==> config.mk <==
export PLATFORM = sky130hd
export DESIGN_NAME = step_pulse_mc
export DESIGN_NICKNAME = d
export VERILOG_FILES = /design/src/rtl/step_pulse_mc.sv
export SDC_FILE = /design/constraint.sdc
export NUM_CORES = 1
export LEC_CHECK = 0
export ABC_CLOCK_PERIOD_IN_PS = 9500
export CAP_MARGIN = 15
export CORE_MARGIN = 1.5
export CORE_UTILIZATION = 64
export DETAILED_ROUTE_END_ITERATION = 8
export HOLD_SLACK_MARGIN = 0.08
export MAX_ROUTING_LAYER = met4
export PLACE_DENSITY = 0.88
export SYNTH_ARGS = -nofsm -noshare
export SYNTH_HDL_FRONTEND = slang
export SYNTH_SLANG_ARGS = --single-unit
==> constraint.sdc <==
create_clock -name clk -period 9.5 [get_ports clk]
set_input_delay 0.95 -clock clk [delete_from_list [all_inputs] [get_ports clk]]
set_output_delay 0.95 -clock clk [all_outputs]
set_load 0.01 [all_outputs]
==> src/rtl/step_pulse_mc.sv <==
// -----------------------------------------------------------------------------
// step_pulse_mc
//   Multi-channel stepper step-pulse generator with trapezoidal period ramping.
//   Each channel ramps its running step period toward a latched target by at
//   most RAMP cycles per step, decelerates to N_START before reversing or
//   halting, and keeps a signed step-position count.
//
// Ports
//   clk       system clock (50 MHz)
//   rst       asynchronous, active-low reset
//   d_v       target load strobe, samples N and dir for all channels
//   en        per-channel run enable
//   dir       per-channel requested direction, 1 = forward
//   N         per-channel target period, channel i at [i*PW +: PW]
//   drv_step  per-channel step pulse, PULSE_W cycles high at period start
//   drv_dir   per-channel applied direction
//   busy      per-channel "not idle"
//   n_cur     per-channel period currently applied, 0 when idle
//   pos       per-channel signed position, channel i at [i*POS_W +: POS_W]
// -----------------------------------------------------------------------------
module step_pulse_mc #(
  parameter int NCH     = 2,
  parameter int PW      = 17,
  parameter int PULSE_W = 8,
  parameter int RAMP    = 64,
  parameter int N_START = 4000,
  parameter int POS_W   = 32
) (
  input  logic                 clk,
  input  logic                 rst,
  input  logic                 d_v,
  input  logic [NCH-1:0]       en,
  input  logic [NCH-1:0]       dir,
  input  logic [NCH*PW-1:0]    N,
  output logic [NCH-1:0]       drv_step,
  output logic [NCH-1:0]       drv_dir,
  output logic [NCH-1:0]       busy,
  output logic [NCH*PW-1:0]    n_cur,
  output logic [NCH*POS_W-1:0] pos
);

  typedef enum logic [1:0] {ST_IDLE, ST_RUN, ST_REV, ST_STOP} state_t;

  localparam logic [PW-1:0] N_START_P = PW'(N_START);
  localparam logic [PW-1:0] N_MIN_P   = PW'(2 * PULSE_W);
  localparam logic [PW-1:0] RAMP_P    = PW'(RAMP);
  localparam logic [PW-1:0] PULSE_P   = PW'(PULSE_W);

  // Zero stays zero (stop request); everything else is forced into the
  // legal period range.
  function automatic logic [PW-1:0] clamp_tgt(input logic [PW-1:0] n);
    if (n == '0)             return '0;
    else if (n < N_MIN_P)    return N_MIN_P;
    else if (n > N_START_P)  return N_START_P;
    else                     return n;
  endfunction

  // One ramp step toward goal; never overshoots.
  function automatic logic [PW-1:0] ramp_toward(input logic [PW-1:0] cur,
                                                input logic [PW-1:0] goal);
    if (cur > goal)      return (cur - goal > RAMP_P) ? cur - RAMP_P : goal;
    else if (cur < goal) return (goal - cur > RAMP_P) ? cur + RAMP_P : goal;
    else                 return cur;
  endfunction

  function automatic logic [POS_W-1:0] pos_step(input logic [POS_W-1:0] p,
                                                input logic fwd);
    return fwd ? p + POS_W'(1) : p - POS_W'(1);
  endfunction

  for (genvar i = 0; i < NCH; i++) begin : g_ch
    state_t            state_q, state_nxt, eff;
    logic [PW-1:0]     tgt_q, n_q, n_nxt, cnt_q, cnt_nxt;
    logic              dir_req_q, dir_q, dir_nxt, step_q, step_nxt, busy_q;
    logic [POS_W-1:0]  pos_q, pos_nxt;
    logic              stop_c, rev_c, bnd, at_start;

    // NOTE: sequential state uses non-blocking assignments so every register
    // samples the pre-edge values, independent of statement order.
    always_ff @(posedge clk or negedge rst) begin
      if (!rst) begin
        tgt_q     <= '0;
        dir_req_q <= 1'b0;
      end else if (d_v) begin
        tgt_q     <= clamp_tgt(N[i*PW +: PW]);
        dir_req_q <= dir[i];
      end
    end

    // State register
    always_ff @(posedge clk or negedge rst) begin
      if (!rst) state_q <= ST_IDLE;
      else      state_q <= state_nxt;
    end

    // Next state. 'eff' is the mode that governs this cycle after applying
    // the stop > reverse precedence; boundary actions act on it.
    always_comb begin
      // NOTE: every combinational output gets a default first, so no path
      // leaves a variable unassigned and no latch is inferred.
      stop_c   = !en[i] || (tgt_q == '0);
      rev_c    = (dir_req_q != dir_q);
      bnd      = (state_q != ST_IDLE) && (cnt_q == n_q - PW'(1));
      at_start = (n_q == N_START_P);
      eff      = state_q;
      unique case (state_q)
        ST_IDLE: eff = ST_IDLE;
        ST_RUN:  if (stop_c) eff = ST_STOP; else if (rev_c) eff = ST_REV;
        ST_REV:  if (stop_c) eff = ST_STOP;
        ST_STOP: if (!stop_c) eff = ST_RUN;
        default: eff = ST_IDLE;
      endcase
      state_nxt = eff;
      if (state_q == ST_IDLE) begin
        if (!stop_c) state_nxt = ST_RUN;
      end else if (bnd && at_start) begin
        if (eff == ST_REV)       state_nxt = ST_RUN;
        else if (eff == ST_STOP) state_nxt = ST_IDLE;
      end
    end

    // Output / datapath next values
    always_comb begin
      n_nxt    = n_q;
      cnt_nxt  = cnt_q;
      dir_nxt  = dir_q;
      pos_nxt  = pos_q;
      step_nxt = 1'b0;
      if (state_q == ST_IDLE) begin
        if (state_nxt == ST_RUN) begin
          n_nxt    = N_START_P;
          cnt_nxt  = '0;
          dir_nxt  = dir_req_q;
          step_nxt = 1'b1;
          pos_nxt  = pos_step(pos_q, dir_req_q);
        end
      end else if (bnd) begin
        cnt_nxt = '0;
        if (state_nxt == ST_IDLE) begin
          n_nxt = '0;
        end else begin
          // Reversal point: flip direction and repeat one N_START period.
          if (eff == ST_REV && at_start) dir_nxt = dir_req_q;
          else n_nxt = ramp_toward(n_q, (eff == ST_RUN) ? tgt_q : N_START_P);
          step_nxt = 1'b1;
          pos_nxt  = pos_step(pos_q, dir_nxt);
        end
      end else begin
        cnt_nxt  = cnt_q + PW'(1);
        step_nxt = (cnt_nxt < PULSE_P);
      end
    end

    always_ff @(posedge clk or negedge rst) begin
      if (!rst) begin
        n_q    <= '0;
        cnt_q  <= '0;
        dir_q  <= 1'b0;
        step_q <= 1'b0;
        busy_q <= 1'b0;
        pos_q  <= '0;
      end else begin
        n_q    <= n_nxt;
        cnt_q  <= cnt_nxt;
        dir_q  <= dir_nxt;
        step_q <= step_nxt;
        busy_q <= (state_nxt != ST_IDLE);
        pos_q  <= pos_nxt;
      end
    end

    assign drv_step[i]              = step_q;
    assign drv_dir[i]               = dir_q;
    assign busy[i]                  = busy_q;
    assign n_cur[i*PW +: PW]        = n_q;
    assign pos[i*POS_W +: POS_W]    = pos_q;
  end

endmodule

==> results of run 1 <==
-- layer usage --
metal,up-vias,GRT usage [%],share of wire (%)
li1,7347,-,-
met1,7601,47.2,40
met2,887,64.4,49
met3,152,4.58,7.1
met5,-,-,0
met4,0,18.1,4.2
-- registers in the layout (all words and copies together), names as in the netlist --
signal	flops
g_ch.step_q	2
g_ch.pos_q	64
g_ch.cnt_q	34
g_ch.dir_q	2
g_ch.tgt_q	34
g_ch.busy_q	2
g_ch.dir_req_q	2
g_ch.state_q	4
g_ch.n_q	34
-- layout by cell type, fill, tap and decap left out, types with 9 or more instances in the layout --
master / count
sky130_fd_sc_hd__a211oi_1: 13
sky130_fd_sc_hd__a21o_1: 11
sky130_fd_sc_hd__a21oi_1: 112
sky130_fd_sc_hd__a31oi_1: 27
sky130_fd_sc_hd__and2_1: 21
sky130_fd_sc_hd__and3_1: 47
sky130_fd_sc_hd__clkbuf_16: 17
sky130_fd_sc_hd__clkdlybuf4s50_1: 142
sky130_fd_sc_hd__dfrtp_1: 178
sky130_fd_sc_hd__ha_1: 87
sky130_fd_sc_hd__inv_1: 100
sky130_fd_sc_hd__mux2i_1: 9
sky130_fd_sc_hd__nand2_1: 169
sky130_fd_sc_hd__nand2b_1: 38
sky130_fd_sc_hd__nand3_1: 76
sky130_fd_sc_hd__nand3b_1: 9
sky130_fd_sc_hd__nand4_1: 48
sky130_fd_sc_hd__nor2_1: 181
sky130_fd_sc_hd__nor2b_1: 28
sky130_fd_sc_hd__nor3_1: 69
sky130_fd_sc_hd__nor4_1: 38
sky130_fd_sc_hd__o211ai_1: 14
sky130_fd_sc_hd__o21a_1: 25
sky130_fd_sc_hd__o21ai_0: 153
sky130_fd_sc_hd__o22ai_1: 20
sky130_fd_sc_hd__o31ai_1: 17
sky130_fd_sc_hd__o41ai_1: 9
sky130_fd_sc_hd__or2_2: 15
sky130_fd_sc_hd__or3_1: 23
sky130_fd_sc_hd__or4_1: 12
sky130_fd_sc_hd__xnor2_1: 93
sky130_fd_sc_hd__xor2_1: 65
-- per-stage QoR --
step,cells,worst slack (ns),hold WS [ns]
finish,2390,2.02,0.475
detailed placement,2356,2.29,0.461
CTS,2388,2.31,0.478
floorplan,2004,3.64,0.486
global placement,2356,2.52,0.457
global route,2390,1.66,0.498
-- worst paths after layout --
path,startpoint,end,slack [ns],cells past startpoint
max,g_ch[0].tgt_q[6],g_ch[0].n_q[0],2.02,20
min,g_ch[1].pos_q[31],g_ch[1].pos_q[31],0.48,1
max reg2reg,g_ch[0].tgt_q[6],g_ch[0].n_q[0],2.02,20
min reg2reg,g_ch[1].pos_q[31],g_ch[1].pos_q[31],0.48,1
max in group asynchronous,rst,g_ch[0].tgt_q[15],7.26,2
min in group asynchronous,rst,g_ch[0].cnt_q[4],0.59,1
-- critical path, stage by stage, from the launching register on --
cell and delay [ns]:
sky130_fd_sc_hd__dfrtp_1 0.46, sky130_fd_sc_hd__nor4_1 0.31, sky130_fd_sc_hd__nand4_1 0.14, sky130_fd_sc_hd__o41ai_1 0.79, sky130_fd_sc_hd__o21a_1 0.24, sky130_fd_sc_hd__o22ai_1 0.12
sky130_fd_sc_hd__inv_1 0.11, sky130_fd_sc_hd__ha_1 0.63, sky130_fd_sc_hd__nand2_1 0.22, sky130_fd_sc_hd__inv_1 0.11, sky130_fd_sc_hd__ha_1 0.36, sky130_fd_sc_hd__nor2b_1 0.21
sky130_fd_sc_hd__o31a_1 0.27, sky130_fd_sc_hd__o21a_1 0.24, sky130_fd_sc_hd__mux2_2 0.29, sky130_fd_sc_hd__nor4_1 0.31, sky130_fd_sc_hd__nand4_1 0.14, sky130_fd_sc_hd__nor4_1 0.91
sky130_fd_sc_hd__mux2i_1 0.63, sky130_fd_sc_hd__a21oi_1 0.65, sky130_fd_sc_hd__o22ai_1 0.19
-- logic make-up after synthesis --
logic type / after synthesis
simple gates: 823
compound gates: 521
buf+inv: 220
flops: 178
xor+xnor: 158
fa+ha+maj: 89
mux: 15
-- final cells by class --
class | instances | area [sq um] | area share (%)
antenna | 2 | 5.00 | 0.0284
clock buffer | 17 | 425 | 2.41
clock inverter | 15 | 219 | 1.24
inverter | 101 | 379 | 2.15
multi-input combinational | 1606 | 10300 | 58.2
sequential | 178 | 4450 | 25.3
tap | 319 | 399 | 2.26
timing repair buffer | 152 | 1500 | 8.49
-- Yosys cell counts (9+ instances only) --
master | instances | area [sq um]
sky130_fd_sc_hd__nor2b_1 | 28 | 175
sky130_fd_sc_hd__o22ai_1 | 20 | 125
sky130_fd_sc_hd__nor3_1 | 69 | 345
sky130_fd_sc_hd__nand3_1 | 76 | 380
sky130_fd_sc_hd__o211ai_1 | 14 | 105
sky130_fd_sc_hd__o21ai_0 | 153 | 766
sky130_fd_sc_hd__mux2i_1 | 9 | 90.1
sky130_fd_sc_hd__xnor2_1 | 93 | 815
sky130_fd_sc_hd__dfrtp_1 | 178 | 4450
sky130_fd_sc_hd__o21a_1 | 25 | 188
sky130_fd_sc_hd__nand2b_1 | 38 | 238
sky130_fd_sc_hd__ha_1 | 87 | 1090
sky130_fd_sc_hd__nand2_1 | 169 | 634
sky130_fd_sc_hd__o31ai_1 | 17 | 128
sky130_fd_sc_hd__or4_1 | 12 | 90.1
sky130_fd_sc_hd__o41ai_1 | 9 | 78.8
sky130_fd_sc_hd__inv_1 | 100 | 375
sky130_fd_sc_hd__or3_1 | 23 | 144
sky130_fd_sc_hd__and2_1 | 21 | 131
sky130_fd_sc_hd__a21oi_1 | 112 | 561
sky130_fd_sc_hd__nor2_1 | 181 | 679
sky130_fd_sc_hd__nand4_1 | 48 | 300
sky130_fd_sc_hd__buf_4 | 9 | 67.6
sky130_fd_sc_hd__or2_2 | 15 | 93.8
sky130_fd_sc_hd__nor4_1 | 38 | 238
sky130_fd_sc_hd__a31oi_1 | 27 | 169
sky130_fd_sc_hd__nand3b_1 | 9 | 67.6
sky130_fd_sc_hd__xor2_1 | 65 | 569
sky130_fd_sc_hd__clkbuf_1 | 100 | 375
sky130_fd_sc_hd__a21o_1 | 11 | 82.6
sky130_fd_sc_hd__a211oi_1 | 13 | 97.6
sky130_fd_sc_hd__and3_1 | 47 | 294
-- power groups by stage --
stage / combinational [W] / sequential, W / clock, W
detailed placement: 0.00284 / 0.00131 / 0
global placement: 0.00278 / 0.00130 / 0
global route: 0.00317 / 0.00134 / 0.000813
CTS: 0.00286 / 0.00130 / 0.000779
floorplan: 0.00214 / 0.00117 / 0
finish: 0.00292 / 0.00132 / 0.000781
==> impl_results.md, run 1 <==
- Outcome: finished, final reports clean
- Remaining DRCs: 0
- Most used flip-flop cell after synthesis: sky130_fd_sc_hd__dfrtp_1
- Pin count of the biggest net entering global routing: 98
- DR pass1 iterations: 7
- Number of input and output port buffers inserted: roughly 140
- Transition time of the tightest slew-check pin: around 1.2 ns
- Crit path required time: 9.81 ns
- Number of synthesized register bits: 178
- Switching power as a share of total power: between 40% and 50%
- Crit-path max FO: 21
- Sequential cell fraction of total power: roughly a quarter
- Relative slew slack: 20.8%
- Xor-xnor portion of the synthesized cell area: 8.87%
- X dimension of the die: between 150 and 200 microns
- Final net count: 2186
- # fillers: 1849
- Number of buffers inserted during clock tree synthesis: 17
- Min Clock Period, post-route: 7.48 ns
- Cell count after synthesis: 2004
- Number of placed I/O pins: 145
- Hold buffer count at cts: 0
- Detailed Place HPWL: 36000 microns
- Antenna violations before repair: 2
- Post-route fraction of the period consumed by the critical path: 78.7%
- Placeable core area: 23700 sq um
- Total power of the final layout: 0.00502 W
- Sequential area share after synthesis: 28.6%
- Starting density of the core: 65.9%
- Share of cells above drive strength 1: under 10%
- Syn Std Cell Area: 15600 sq um
- Startpoint class of the critical path: flop
- RSZ-0062 raised after global routing: false
- Proportion of power drawn by the clock network: 15.6%
- Final total negative setup slack: 0 ns
- Dominant combinational cell family by area after synthesis: simple AND/OR/NAND/NOR gates
- Mean routed wirelength per cell: 20.4 microns
- Number of max-capacitance violations reported: 0
- Final-report max-slew violation count: 0
- Net Count, Synth: 2134
- WP data arrival: 7.79 ns
- CTS tree: done
- Detailed-route vias per instance: ~6.7
- DIE AREA: ~25000 sq um
- Post-Layout Inst Area: 17600 sq um
- Final hold violation count: 0
- Total gr overflow: 0
- Clock tree root buffer cell: sky130_fd_sc_hd__clkbuf_16
- Area fraction in and, or, nand and nor cells after synthesis: a little over a quarter
- Vertical extent of the die: approximately 160 microns
- Clock latency on the worst-skew pair: roughly 0.46 ns
- Part of the power in combinational logic: 58.2%
- Leakage power total: about 7.3 nW
- Synth cell types: 89
- Detailed router's first-iteration violation count: 1904
- Placed instance area: 17000 sq um
- Syn. warnings: 0
- CTS H-tree depth: 4
- Maximum buffer depth of the clock tree: 2
- Setup Skew: about 0.019 ns
- Power Internal: ~0.0025 W
- IR Drop Worst-Case VDD: between 0.15 and 0.2 mV
- Post-CTS setup repair buffer count: 0
- Clock transition time at the flip-flop clock pins of the worst setup and hold paths: 0.09 ns
- Std-Cell Rows: between 50 and 60
- Net switching component of the power: about 0.0025 W
- Final setup violation count: 0
- CP Class: flop to flop
- Share of flip-flops with an asynchronous set or reset after synthesis: 100%
- Utilization of the core after routing: between 70% and 80%
- Total wire length after detailed routing: 48700 microns
- Multiplexer share of the synthesized area: 1.03%
- Kind of end point of the critical path: flop
- Placer Congestion: 1.03
- GRT Total Usage: 38.7%
- Resize count post-CTS: 0
- Sink count of the clock tree: 178
- Remaining antenna violation count after routing: 0
- Area fraction in compound gates after synthesis: a little over a fifth
- Power Dens Cells: 285 nW/um^2
- DR vias: 16.0k
- Worst hold path type: flop to flop
- Wire length of the first global-routing pass: 77800 microns
- Avg Synthesized Cell Area: 7.78 sq um
- Via count of the first global-routing pass: 15.0k
- Post-synthesis share of cell area spent on full adders, half adders and majority gates: 7.24%
- FMAX: 134 MHz
- EDFF count, synth: 0
- Layout overhead on the synthesized area: 13.1%
No activity file was read; power rests on OpenSTA's default activity.
==> inputs of run 2 (changes only) <==
==> config.mk (replaced) <==
export PLATFORM = sky130hd
export DESIGN_NAME = step_pulse_mc
export DESIGN_NICKNAME = d
export VERILOG_FILES = /design/src/rtl/step_pulse_mc.sv
export SDC_FILE = /design/constraint.sdc
export NUM_CORES = 1
export LEC_CHECK = 0
export ABC_CLOCK_PERIOD_IN_PS = 7100
export CAP_MARGIN = 15
export CORE_MARGIN = 1.5
export CORE_UTILIZATION = 60
export DETAILED_ROUTE_END_ITERATION = 8
export HOLD_SLACK_MARGIN = 0.08
export MAX_ROUTING_LAYER = met4
export PLACE_DENSITY = 0.83
export SYNTH_ARGS = -nofsm -noshare
export SYNTH_HDL_FRONTEND = slang
export SYNTH_SLANG_ARGS = --single-unit
==> constraint.sdc (replaced) <==
create_clock -name clk -period 7.1 [get_ports clk]
set_input_delay 0.71 -clock clk [delete_from_list [all_inputs] [get_ports clk]]
set_output_delay 0.71 -clock clk [all_outputs]
set_load 0.01 [all_outputs]
==> impl_results.md, run 2 (synthesis results as in run 1) <==
- Starting density of the core: 61.6% (-4.3 points)
- Layout overhead on the synthesized area: 13.8%
- Detailed Place HPWL: 35800 microns (-0.80%)
- CTS H-tree depth: 4 (unchanged)
- Wire length of the first global-routing pass: 77500 microns (-0.44%)
- Remaining antenna violation count after routing: 0 (unchanged)
- Setup slack after layout: 0.794 ns (-1.23 ns)
- Final hold slack: 0.272 ns (-0.204 ns)
- Final setup violation count: 0 (unchanged)
- Setup slack after placement: 0.628 ns (-1.66 ns)
- Pin count of the biggest net entering global routing: 75 (-23%)
- Startpoint class of the critical path: flop
- Remaining DRCs: 0 (unchanged)
- Hold buffer count at cts: 0 (unchanged)
- Std-Cell Rows: 58 (+3.6%)
- Crit-path max FO: 12 (-43%)
- Utilization of the core after routing: 70.1% (-4.4 points)
- Final net count: 2197 (+0.50%)
- DIE AREA: 27000 sq um (+6.5%)
- Setup Skew: 0.0241 ns (+0.00533 ns)
- Placed instance area: 17100 sq um (+0.57%)
- Detailed router's first-iteration violation count: 1636 (-14%)
- IR Drop Worst-Case VDD: 0.244 mV (+56%)
- Number of placed I/O pins: 145 (unchanged)
- Final hold violation count: 0 (unchanged)
- Final-report max-slew violation count: 0 (unchanged)
- DR pass1 iterations: 6 (-1)
- Max reg flops: 64 (unchanged)
- Most frequent standard cell in the layout excluding fill and tap cells: sky130_fd_sc_hd__nor2_1
- WP data arrival: 6.66 ns (-1.13 ns)
- Diodes inserted: 0 (-2)
- RSZ-0062 raised after global routing: false
- Relative slew slack: 35.2% (+14 points)
- Top register by number of flip-flops: g_ch.pos_q
- X dimension of the die: 164 microns (+3.2%)
- Share of cells above drive strength 1: 4.95% (+0.60 points)
- CTS tree: done
- Sink count of the clock tree: 178 (unchanged)
- Antenna violations before repair: 0 (-2)
- Post-route fraction of the period consumed by the critical path: 88.8% (+10 points)
- CP Class: flop to flop
- Launching instance or port of the critical path: g_ch[1].tgt_q[0]
- DR vias: 15.8k (-1.1%)
- Placer Congestion: 1.01 (-1.9%)
- Post-Layout Inst Area: 17800 sq um (+0.67%)
- Worst hold path type: input port to async pin
- Number of max-capacitance violations reported: 0 (unchanged)
- Commonest non-fill, non-tap cells in the layout: 181 x sky130_fd_sc_hd__nor2_1, 178 x sky130_fd_sc_hd__dfrtp_1, 169 x sky130_fd_sc_hd__nand2_1
- Power Dens Cells: 380 nW/um^2 (+33%)
- Min Clock Period, post-route: 6.31 ns (-1.17 ns)
- Outcome: finished, final reports clean
- Vertical extent of the die: 164 microns (+3.2%)
- Detailed-route vias per instance: 6.56 (-2.0%)
- Leakage power total: 7.35 nW (+0.87%)
- Clock tree root buffer cell: sky130_fd_sc_hd__clkbuf_16
- Mean routed wirelength per cell: 19.8 microns (-2.6%)
- Clock transition time at the flip-flop clock pins of the worst setup and hold paths: 0.09 ns (about the same)
- Final total negative setup slack: 0 ns (unchanged)
- Number of cells on the worst reg-to-reg path: 21 (+5.0%)
- Number of input and output port buffers inserted: 144 (unchanged)
- Crit path required time: 7.45 ns (-2.36 ns)
- Maximum buffer depth of the clock tree: 2 (unchanged)
- FMAX: 159 MHz (+19%)
- Total gr overflow: 0 (unchanged)
- Total wire length after detailed routing: 47800 microns (-1.8%)
- Placeable core area: 25300 sq um (+6.9%)
- GRT Total Usage: 36.9% (-1.9 points)
- Transition time of the tightest slew-check pin: 0.973 ns (-0.204 ns)
- Kind of end point of the critical path: flop
- Number of buffers inserted during clock tree synthesis: 17 (unchanged)
- Startpoint of the most critical register-to-register path: g_ch[1].tgt_q[0]
- Reg2reg setup slack: 0.79 ns (-1.23 ns)
- Via count of the first global-routing pass: 15.2k (+1.4%)
- Clock latency on the worst-skew pair: 0.45 ns (about the same)
==> run 2: cell count changes in the layout (fill, tap and decap cells not counted), sizes merged <==
cell / change
buf: +11
inv: -4
diode: -2
clkinv: +4
==> run 2: metrics by stage <==
stage | total power [W] | cells
2_1_floorplan | 0.00443 | 2004
3_3_place_gp | 0.00552 | 2378
3_5_place_dp | 0.00559 | 2378
4_1_cts | 0.00665 | 2410
5_1_grt | 0.00719 | 2410
6_report | 0.00674 | 2410
==> run 2: repair_timing <==
action	4_1_cts	5_1_grt
endpoints found under the setup margin	0	4
buffers inserted	0	0
gates resized for setup	0	2
==> run 2: layer usage <==
metal | part of all wire (%) | vias up | track usage [%]
met2 | 49 | 767 | 61.2
met1 | 41 | 7550 | 45.3
met5 | 0 | - | -
li1 | - | 7355 | -
met3 | 7.2 | 134 | 5.81
met4 | 3.1 | 0 | 13.8
==> run 2: final timing paths <==
kind,end
max,g_ch[1].n_q[8]
min,g_ch[0].cnt_q[3]
max reg2reg,g_ch[1].n_q[8]
min reg2reg,g_ch[1].pos_q[31]
max in group asynchronous,g_ch[1].cnt_q[0]
min in group clk,g_ch[1].pos_q[31]
==> run 2: where the power goes <==
group	internal [W]	switching (W)
registers	0.00124	0.000519
logic	0.00168	0.00226
clock network	0.000502	0.000536
total	0.00343	0.00332
==> run 2: cell type report <==
cell class / count / area (sq um)
Sequential cell: 178 / 4450
Fill cell: 2106 / 7570
Clock inverter: 15 / 230
Timing Repair Buffer: 163 / 1580
Clock buffer: 17 / 425
Inverter: 101 / 379
Multi-Input combinational cell: 1606 / 10300
Tap cell: 330 / 413
==> run 2: worst max-delay path, cell delays in order, from the launching register on <==
cell and delay (ns):
sky130_fd_sc_hd__dfrtp_1 0.42, sky130_fd_sc_hd__nor4_1 0.38, sky130_fd_sc_hd__nand4_1 0.17, sky130_fd_sc_hd__o41ai_2 0.46, sky130_fd_sc_hd__nand2b_1 0.17, sky130_fd_sc_hd__a21oi_1 0.07, sky130_fd_sc_hd__nor2_1 0.21, sky130_fd_sc_hd__ha_1 0.39
sky130_fd_sc_hd__buf_4 0.25, sky130_fd_sc_hd__nand2b_1 0.14, sky130_fd_sc_hd__ha_1 0.52, sky130_fd_sc_hd__nand2_1 0.15, sky130_fd_sc_hd__a211oi_1 0.24, sky130_fd_sc_hd__a21oi_1 0.20, sky130_fd_sc_hd__o31ai_1 0.59, sky130_fd_sc_hd__a211oi_1 0.21
sky130_fd_sc_hd__nor3_1 0.49, sky130_fd_sc_hd__o21ai_1 0.16, sky130_fd_sc_hd__nand2_1 0.36, sky130_fd_sc_hd__o221ai_1 0.18, sky130_fd_sc_hd__a211o_1 0.29, sky130_fd_sc_hd__a22oi_1 0.15
